==> src/rtl/servo_pkg.sv <==
// Shared servo link constants, FSM state type and zone helper.
// Used by both the PWM generator and the PWM decoder.
package servo_pkg;

    localparam int unsigned MIN_TICKS     = 50000;
    localparam int unsigned MAX_TICKS     = 100000;
    localparam int unsigned STEP_TICKS    = 196;
    localparam int unsigned FRAME_TICKS   = 1000000;
    localparam int unsigned TIMEOUT_TICKS = 2000000;

    localparam int unsigned WIDTH_W = 17;
    localparam int unsigned SINCE_W = 21;
    localparam int unsigned PRESC_W = 8;
    localparam int unsigned POS_W   = 8;

    localparam logic [POS_W-1:0] ZONE_MID   = 8'd85;
    localparam logic [POS_W-1:0] ZONE_RIGHT = 8'd170;

    typedef enum logic [1:0] {
        WAIT_RISE,
        MEASURE,
        WAIT_FALL
    } state_t;

    typedef struct packed {
        logic left;
        logic mid;
        logic right;
    } zone_t;

    function automatic zone_t zone_of(input logic [POS_W-1:0] pos);
        zone_t z;
        z.left  = (pos < ZONE_MID);
        z.mid   = (pos >= ZONE_MID) && (pos < ZONE_RIGHT);
        z.right = (pos >= ZONE_RIGHT);
        return z;
    endfunction

endpackage

==> src/rtl/sync_edge.sv <==
// Two-flop synchroniser plus registered level with rise/fall strobes.
// Edges are suppressed until the pipeline has refilled after reset.
module sync_edge (
    input  logic clk,
    input  logic rst_n,
    input  logic din,
    output logic level,
    output logic rise,
    output logic fall
);

    logic       s1_q, s1_d;
    logic       s2_q, s2_d;
    logic       level_q, level_d;
    logic       rise_q, rise_d;
    logic       fall_q, fall_d;
    logic [1:0] fill_q, fill_d;
    logic       armed;

    // A line already high at reset release must not look like a rise.
    always_comb begin
        armed   = (fill_q == 2'd3);
        s1_d    = din;
        s2_d    = s1_q;
        level_d = s2_q;
        rise_d  = armed && s2_q && !level_q;
        fall_d  = armed && !s2_q && level_q;
        fill_d  = armed ? fill_q : fill_q + 2'd1;
    end

    always_ff @(posedge clk or negedge rst_n) begin
        if (!rst_n) begin
            s1_q    <= 1'b0;
            s2_q    <= 1'b0;
            level_q <= 1'b0;
            rise_q  <= 1'b0;
            fall_q  <= 1'b0;
            fill_q  <= 2'd0;
        end else begin
            s1_q    <= s1_d;
            s2_q    <= s2_d;
            level_q <= level_d;
            rise_q  <= rise_d;
            fall_q  <= fall_d;
            fill_q  <= fill_d;
        end
    end

    assign level = level_q;
    assign rise  = rise_q;
    assign fall  = fall_q;

endmodule

==> src/rtl/servo_pwm_decoder.sv <==
// Servo pulse receiver: measures high time and decodes an 8-bit position.
// Flags out-of-range pulses and loss of signal.
module servo_pwm_decoder
    import servo_pkg::*;
#(
    parameter int unsigned MIN_TICKS     = servo_pkg::MIN_TICKS,
    parameter int unsigned MAX_TICKS     = servo_pkg::MAX_TICKS,
    parameter int unsigned STEP_TICKS    = servo_pkg::STEP_TICKS,
    parameter int unsigned TIMEOUT_TICKS = servo_pkg::TIMEOUT_TICKS
) (
    input  logic             clk,
    input  logic             rst_n,
    input  logic             pwm_in,
    output logic [POS_W-1:0] position,
    output logic             pos_valid,
    output logic             pulse_err,
    output logic             timeout,
    output logic             left_check,
    output logic             mid_check,
    output logic             right_check
);

    localparam logic [WIDTH_W-1:0] MIN_W     = WIDTH_W'(MIN_TICKS);
    localparam logic [WIDTH_W-1:0] MAX_W     = WIDTH_W'(MAX_TICKS);
    localparam logic [PRESC_W-1:0] STEP_LAST = PRESC_W'(STEP_TICKS - 1);
    localparam logic [SINCE_W-1:0] TIMEOUT_W = SINCE_W'(TIMEOUT_TICKS);
    localparam logic [POS_W-1:0]   POS_MAX   = '1;

    logic level;
    logic rise;
    logic fall;

    sync_edge u_sync (
        .clk   (clk),
        .rst_n (rst_n),
        .din   (pwm_in),
        .level (level),
        .rise  (rise),
        .fall  (fall)
    );

    state_t             state_q, state_d;
    logic [WIDTH_W-1:0] width_q, width_d;
    logic [PRESC_W-1:0] presc_q, presc_d;
    logic [POS_W-1:0]   acc_q, acc_d;
    logic [POS_W-1:0]   pos_q, pos_d;
    zone_t              zone_q, zone_d;
    logic               valid_q, valid_d;
    logic               err_q, err_d;
    logic [SINCE_W-1:0] since_q, since_d;
    logic               timeout_q, timeout_d;

    // timeout is sticky until a rise so it reads 1 straight out of reset.
    always_comb begin
        since_d   = rise ? '0
                  : (since_q == TIMEOUT_W) ? since_q : since_q + 1'b1;
        timeout_d = rise ? 1'b0 : (timeout_q || (since_d == TIMEOUT_W));
    end

    always_comb begin
        state_d = state_q;
        width_d = width_q;
        presc_d = presc_q;
        acc_d   = acc_q;
        pos_d   = pos_q;
        zone_d  = zone_q;
        valid_d = 1'b0;
        err_d   = 1'b0;
        unique case (state_q)
            WAIT_RISE: begin
                if (rise) begin
                    state_d = MEASURE;
                    width_d = WIDTH_W'(1);
                    presc_d = '0;
                    acc_d   = '0;
                end
            end
            MEASURE: begin
                if (fall) begin
                    state_d = WAIT_RISE;
                    if (width_q < MIN_W) begin
                        err_d = 1'b1;
                    end else begin
                        valid_d = 1'b1;
                        pos_d   = acc_q;
                        zone_d  = zone_of(acc_q);
                    end
                end else if (level && (width_q == MAX_W)) begin
                    err_d   = 1'b1;
                    state_d = WAIT_FALL;
                end else begin
                    width_d = width_q + 1'b1;
                    // Prescaler stands in for the (W - MIN) / STEP divide.
                    if (width_q >= MIN_W) begin
                        if (presc_q == STEP_LAST) begin
                            presc_d = '0;
                            if (acc_q != POS_MAX) begin
                                acc_d = acc_q + 1'b1;
                            end
                        end else begin
                            presc_d = presc_q + 1'b1;
                        end
                    end
                end
            end
            WAIT_FALL: begin
                if (fall) begin
                    state_d = WAIT_RISE;
                end
            end
            default: state_d = WAIT_RISE;
        endcase
    end

    always_ff @(posedge clk or negedge rst_n) begin
        if (!rst_n) begin
            state_q   <= WAIT_RISE;
            width_q   <= '0;
            presc_q   <= '0;
            acc_q     <= '0;
            pos_q     <= '0;
            zone_q    <= '{left: 1'b1, mid: 1'b0, right: 1'b0};
            valid_q   <= 1'b0;
            err_q     <= 1'b0;
            since_q   <= '0;
            timeout_q <= 1'b1;
        end else begin
            state_q   <= state_d;
            width_q   <= width_d;
            presc_q   <= presc_d;
            acc_q     <= acc_d;
            pos_q     <= pos_d;
            zone_q    <= zone_d;
            valid_q   <= valid_d;
            err_q     <= err_d;
            since_q   <= since_d;
            timeout_q <= timeout_d;
        end
    end

    assign position    = pos_q;
    assign pos_valid   = valid_q;
    assign pulse_err   = err_q;
    assign timeout     = timeout_q;
    assign left_check  = zone_q.left;
    assign mid_check   = zone_q.mid;
    assign right_check = zone_q.right;

endmodule

==> config.mk <==
export PLATFORM = sky130hd
export DESIGN_NAME = servo_pwm_decoder
export DESIGN_NICKNAME = d
export VERILOG_FILES = /design/src/rtl/servo_pkg.sv /design/src/rtl/sync_edge.sv /design/src/rtl/servo_pwm_decoder.sv
export SDC_FILE = /design/constraint.sdc
export NUM_CORES = 1
export LEC_CHECK = 0
export CORE_ASPECT_RATIO = 1.75
export CORE_MARGIN = 2
export CORE_UTILIZATION = 35
export DETAILED_ROUTE_END_ITERATION = 8
export PLACE_DENSITY = 0.53
export RECOVER_POWER = 25
export REMOVE_ABC_BUFFERS = 1
export SLEW_MARGIN = 20
export SYNTH_ARGS = -nofsm -noshare
export SYNTH_HDL_FRONTEND = slang
export SYNTH_HIERARCHICAL = 1
export SYNTH_SLANG_ARGS = --single-unit
==> constraint.sdc <==
create_clock -name clk -period 2 [get_ports clk]
set_input_delay 0.2 -clock clk [delete_from_list [all_inputs] [get_ports clk]]
set_output_delay 0.2 -clock clk [all_outputs]
set_load 0.05 [all_outputs]
After elaboration in Yosys (flattened, before gate mapping) --
Cells that the tools add are included.
Word-level totals: bits in registers 77, word-level logic and storage cells 93
Operators by class: $add $sub $neg 5, magnitude comparators 6, eq/ne operators 16, mux-type cells 31, bitwise operators 1, reductions and logical operators 16
Operators with widths (number):
- 8-bit two-way mux | 10
- 17-bit two-way mux | 3
- 21-bit == test, second input constant | 2
- 21-bit two-way mux | 2
- 17-bit case mux with 2 select lines | 1
- 8-bit case mux with 2 select lines | 2
- 21-bit by 1-bit adder with 21-bit output, second input constant | 1
- 17-bit by 1-bit adder with 17-bit output, second input constant | 1
- 17-bit == test, second input constant | 1
- 17-bit by 16-bit greater-or-equal comparator with 1-bit output, second input constant | 1
- 17-bit by 16-bit less-than comparator with 1-bit output, second input constant | 1
- 8-bit by 1-bit adder with 8-bit output, second input constant | 2
- 2-bit inequality test, second input constant | 5
- 8-bit == test, second input constant | 1
- 8-bit by 7-bit greater-or-equal comparator with 1-bit output, second input constant | 1
- 8-bit greater-or-equal comparator, second input constant | 1
- 8-bit by 7-bit less-than comparator with 1-bit output, second input constant | 1
- 8-bit less-than comparator, second input constant | 1
- 1-bit two-way mux | 8
- 2-bit two-way mux | 4
- 8-bit inequality test, second input constant | 1
- 7-bit AND reduction | 1
- 1-bit logical AND | 6
- 2-bit case mux with 3 select lines | 1
- other kinds (13) | 17

Logic depth before layout (Yosys ltp) --
word-level depth 7, gate-level depth with buffers 9

By module --
Netlist, hierarchy kept.
Modules (own cells, without submodules):
- servo_pwm_decoder | instances 1, cells an instance 424, area an instance 3891.2 um2, seq. area each 1754.2 um2
- sync_edge | instances 1, cells an instance 12, area an instance 231.5 um2, seq. area each 175.2 um2

Worst setup path before layout --
OpenSTA, ideal clock, no wires.
path kind register to register, from reg presc_q[0], to reg acc_q[7], data arrival time 2.067 ns, setup slack -0.133 ns, cell stages (with the launch flop) 8, clock period less this slack 2.133 ns, cell sequence dfrtp_1 > ha_1 > nor4bb_1 > nand3_1 > o21a_1 > or3_1 > or4_1 > nand2_1
On the way: word-level cells in the longest chain between the ends 3
RTL lines:
- start, declared | line servo_pwm_decoder.sv:44 | logic [PRESC_W-1:0] presc_q, presc_d;
- start signal, assigned | line servo_pwm_decoder.sv:130 | presc_q <= presc_d;
- 8-bit == test | line servo_pwm_decoder.sv:95 | if (presc_q == STEP_LAST) begin
- 2-bit inequality test (no line)
- 7-bit AND reduction (no line)
- end signal, assigned | line servo_pwm_decoder.sv:120 | acc_q <= '0;
- end signal, assigned | line servo_pwm_decoder.sv:131 | acc_q <= acc_d;
- end, declared | line servo_pwm_decoder.sv:45 | logic [POS_W-1:0] acc_q, acc_d;
No other way between the ends. A chain may end at the register's enable or synchronous reset.

Worst setup path after layout --
from reg width_q[4], to reg width_q[3]
On the way: word-level cells in the longest chain between the ends 4
RTL lines:
- start, declared | line servo_pwm_decoder.sv:43 | logic [WIDTH_W-1:0] width_q, width_d;
- start signal, assigned | line servo_pwm_decoder.sv:129 | width_q <= width_d;
- 17-bit == test | line servo_pwm_decoder.sv:88 | end else if (level && (width_q == MAX_W)) begin
- 1-bit logical AND | line servo_pwm_decoder.sv:88
- 2-bit inequality test (no line)
- 4-bit AND reduction (no line)
No other way between the ends.

==> out/results.txt <==
Yosys top cell by area -> dfrtp_1
drc violations -> 0
Worst Max-Slew Pin Slew -> 1.07 ns
Hold Vio Cnt, Final -> 0
asr flop ratio synth -> 1.00
Ports -> 17
top_reg_cell synth -> dfrtp_1
gr usage total -> 0.188
Reg2Reg Depth -> 8
Vias -> 3,736
post-synthesis cell area -> 4120 µm²
Final min period -> 2.23 ns
post-synth cell types -> 52
worst-path fanout max -> 5
data arrival time of the critical path -> 2.43 ns
Max Fclk -> 0.449 GHz
failing checks -> negative setup slack
clock insertion delay at the later pin of the skew report -> 0.33 ns
Area growth syn-to-layout -> 42.7%
Post-synth EDFFs -> 0
endpoint class of the critical path -> register
Fin Hold WS -> 0.353 ns
Place WS -> -0.270 ns
max cap viols -> 0
Final Worst Setup Slack -> -0.228 ns
First-pass DRT Iterations -> 4
Final HPWL DP -> 7.75 mm
Final Util -> 0.511
clk root buf -> clkbuf_16
outcome -> finished with violations
crit path launch type -> register
Worst IR Drop VDD -> 457 µV
fin. max-slew vios -> 0
Clock Tree Buf Depth -> 2
slew margin rel. -> 0.288
first-pass GRT wire length -> 18.9 mm
Static Leakage -> 2.56 nW
ANT cells -> 0
Power Density -> 777 nW/µm²
number of port buffers -> 16
pin count of the biggest net entering global routing -> 41
initial drt markers -> 135
DIE HEIGHT -> 148 µm
CP required -> 2.20 ns
core area -> 11,500 µm²
Nets -> 560
routed length per placed instance -> 16.2 µm
Die Wd -> 86.0 µm
routed vias/inst -> 5.44
DRT Wirelength -> 11.2 mm
crit path kind -> reg -> reg
CTS buffer count -> 9
reg2reg setup slack -> -0.23 ns
top-area cell type share of the netlist area -> 0.455
CTS tree -> yes
Antenna Nets Post-Route -> 0
Yosys warnings -> 6
unrepaired setup endpoints after global routing -> true
Overflow after GRT -> 0
Gate Count Post-Synth -> 436
type of the worst min-delay path -> reg -> reg
Clock Skew -> 0.0107 ns
initial antenna violation count -> 0
Hold Crit Depth -> 0
initial cell density of the core -> 0.358
clk slew on worst S/H paths -> 0.06 ns
flops & latches, synth -> 77
row cnt -> 52
RePlAce Congestion -> 0.821
Die ar. -> 12,700 µm²
Synth area leaders -> dfrtp_1, nor2_1, o21ai_0
sequential share of the synthesized area -> 0.468
Final Cycle Share -> 1.11
# clock sinks -> 77
final setup vio count -> 27
H-tree depth -> 3
syn avg cell area -> 9.46 µm²
via count of the first global-routing pass -> 3,977
fraction of layout cells with a size suffix above 1 -> 0.350
[logic make-up (layout without fill, tap and decap cells)]
group                      count (synthesis)  in the layout  synth area share
adders and majority gates                 10             10            0.0303
xor gates and xnor gates                  27             27            0.0574
and+or+nand+nor                          190            190             0.240
buffers and inverters                     29            145            0.0276
AOI/OAI and AO/OA                         92             92             0.146
DFF                                       77             77             0.468
muxes                                     11             11            0.0307
[flip-flops by register name (all words and copies together) (netlist names), 2 cells and up]
signal and flops:
width_q 17, state_q 2, position 8, presc_q 8, acc_q 8, u_sync/fill_q 2, since_q 21
[routing by layer]
metal  up-vias  GRT usage  part of all wire  wire length (µm)
li1       1787          -                 -                 -
met1      1860      0.194              0.37              4150
met2        61      0.358              0.57              6340
met3        28     0.0290             0.020               223
met4         0     0.0905             0.039               438
met5         -          0                 0                 0
[synth_stat cells, types with 5 or more instances]
cell type / count
a21oi_1: 16
and3_1: 10
clkbuf_1: 15
dfrtp_1: 75
ha_1: 10
inv_1: 9
mux2_2: 9
nand2_1: 38
nand2b_1: 13
nand3_1: 21
nand4_1: 7
nor2_1: 49
nor2b_1: 5
nor3_1: 9
o2111ai_1: 7
o211ai_1: 6
o21a_1: 6
o21ai_0: 30
o31ai_1: 11
or3_1: 9
or4_1: 6
xnor2_1: 11
xor2_1: 16
[layout make-up]
class                   count  area, µm²
clock inverters             6       46.3
fillers                  1058       5630
well taps                 135        169
flip-flops and latches     77       1930
repair buffers            120       1000
clock buffers              10        239
multi-input cells         330       2460
inverters                   9       33.8
[through the flow]
stage                     cell area (µm²)  setup TNS [ns]  cells  power (mW)
after floorplan                      4040          -11.21    416        2.25
after global placement               5040           -2.65    654        2.74
after detailed placement             5040           -3.88    654        2.76
after CTS                            5630           -2.78    681        4.44
after global routing                 5880           -5.67    687        4.82
final                                5880           -3.74    687        4.57
[power by group]
part	leakage, nW	switching, mW	internal [mW]
logic	1.39	0.688	0.578
clock network	0.135	0.652	0.880
registers	1.03	0.0986	1.68
[placed cells by master (no fill, tap or decap), drive strengths merged, types with 13 or more instances in the layout]
cell type      count
clkdlybuf4s50     14
xor2              16
nand3             21
nand2             38
buf              103
nand2b            13
nor2              49
dfrtp             75
o21ai             30
a21oi             16
[critical path, stage by stage (launching register included)]
cell and delay (ns):
dfrtp_1 0.40, and4bb_2 0.29, nand4_1 0.15, o31a_1 0.41, buf_6 0.15, o211ai_1 0.28
buf_4 0.23, xor2_1 0.15, nor2_1 0.05
[path summary, 6_finish.rpt]
kind / start / to
worst min register to register: u_sync/s1_q / u_sync/level_d
max in group asynchronous: rst_n / width_q[11]
min in group asynchronous: rst_n / since_q[2]
worst max-delay path: width_q[4] / width_q[3]
worst max register to register: width_q[4] / width_q[3]
worst min-delay path: u_sync/s1_q / u_sync/level_d
[what timing repair did]
action / CTS / global route
pin swaps: 32 / 28
hold buffers: 1 / 0
endpoints found under the setup margin: 29 / 42
setup buffers: 9 / 9
hold endpoints to repair: 36 / 0
gates resized for setup: 60 / 49
gates cloned: 2 / 0
Power figures use the tool's default switching activity.
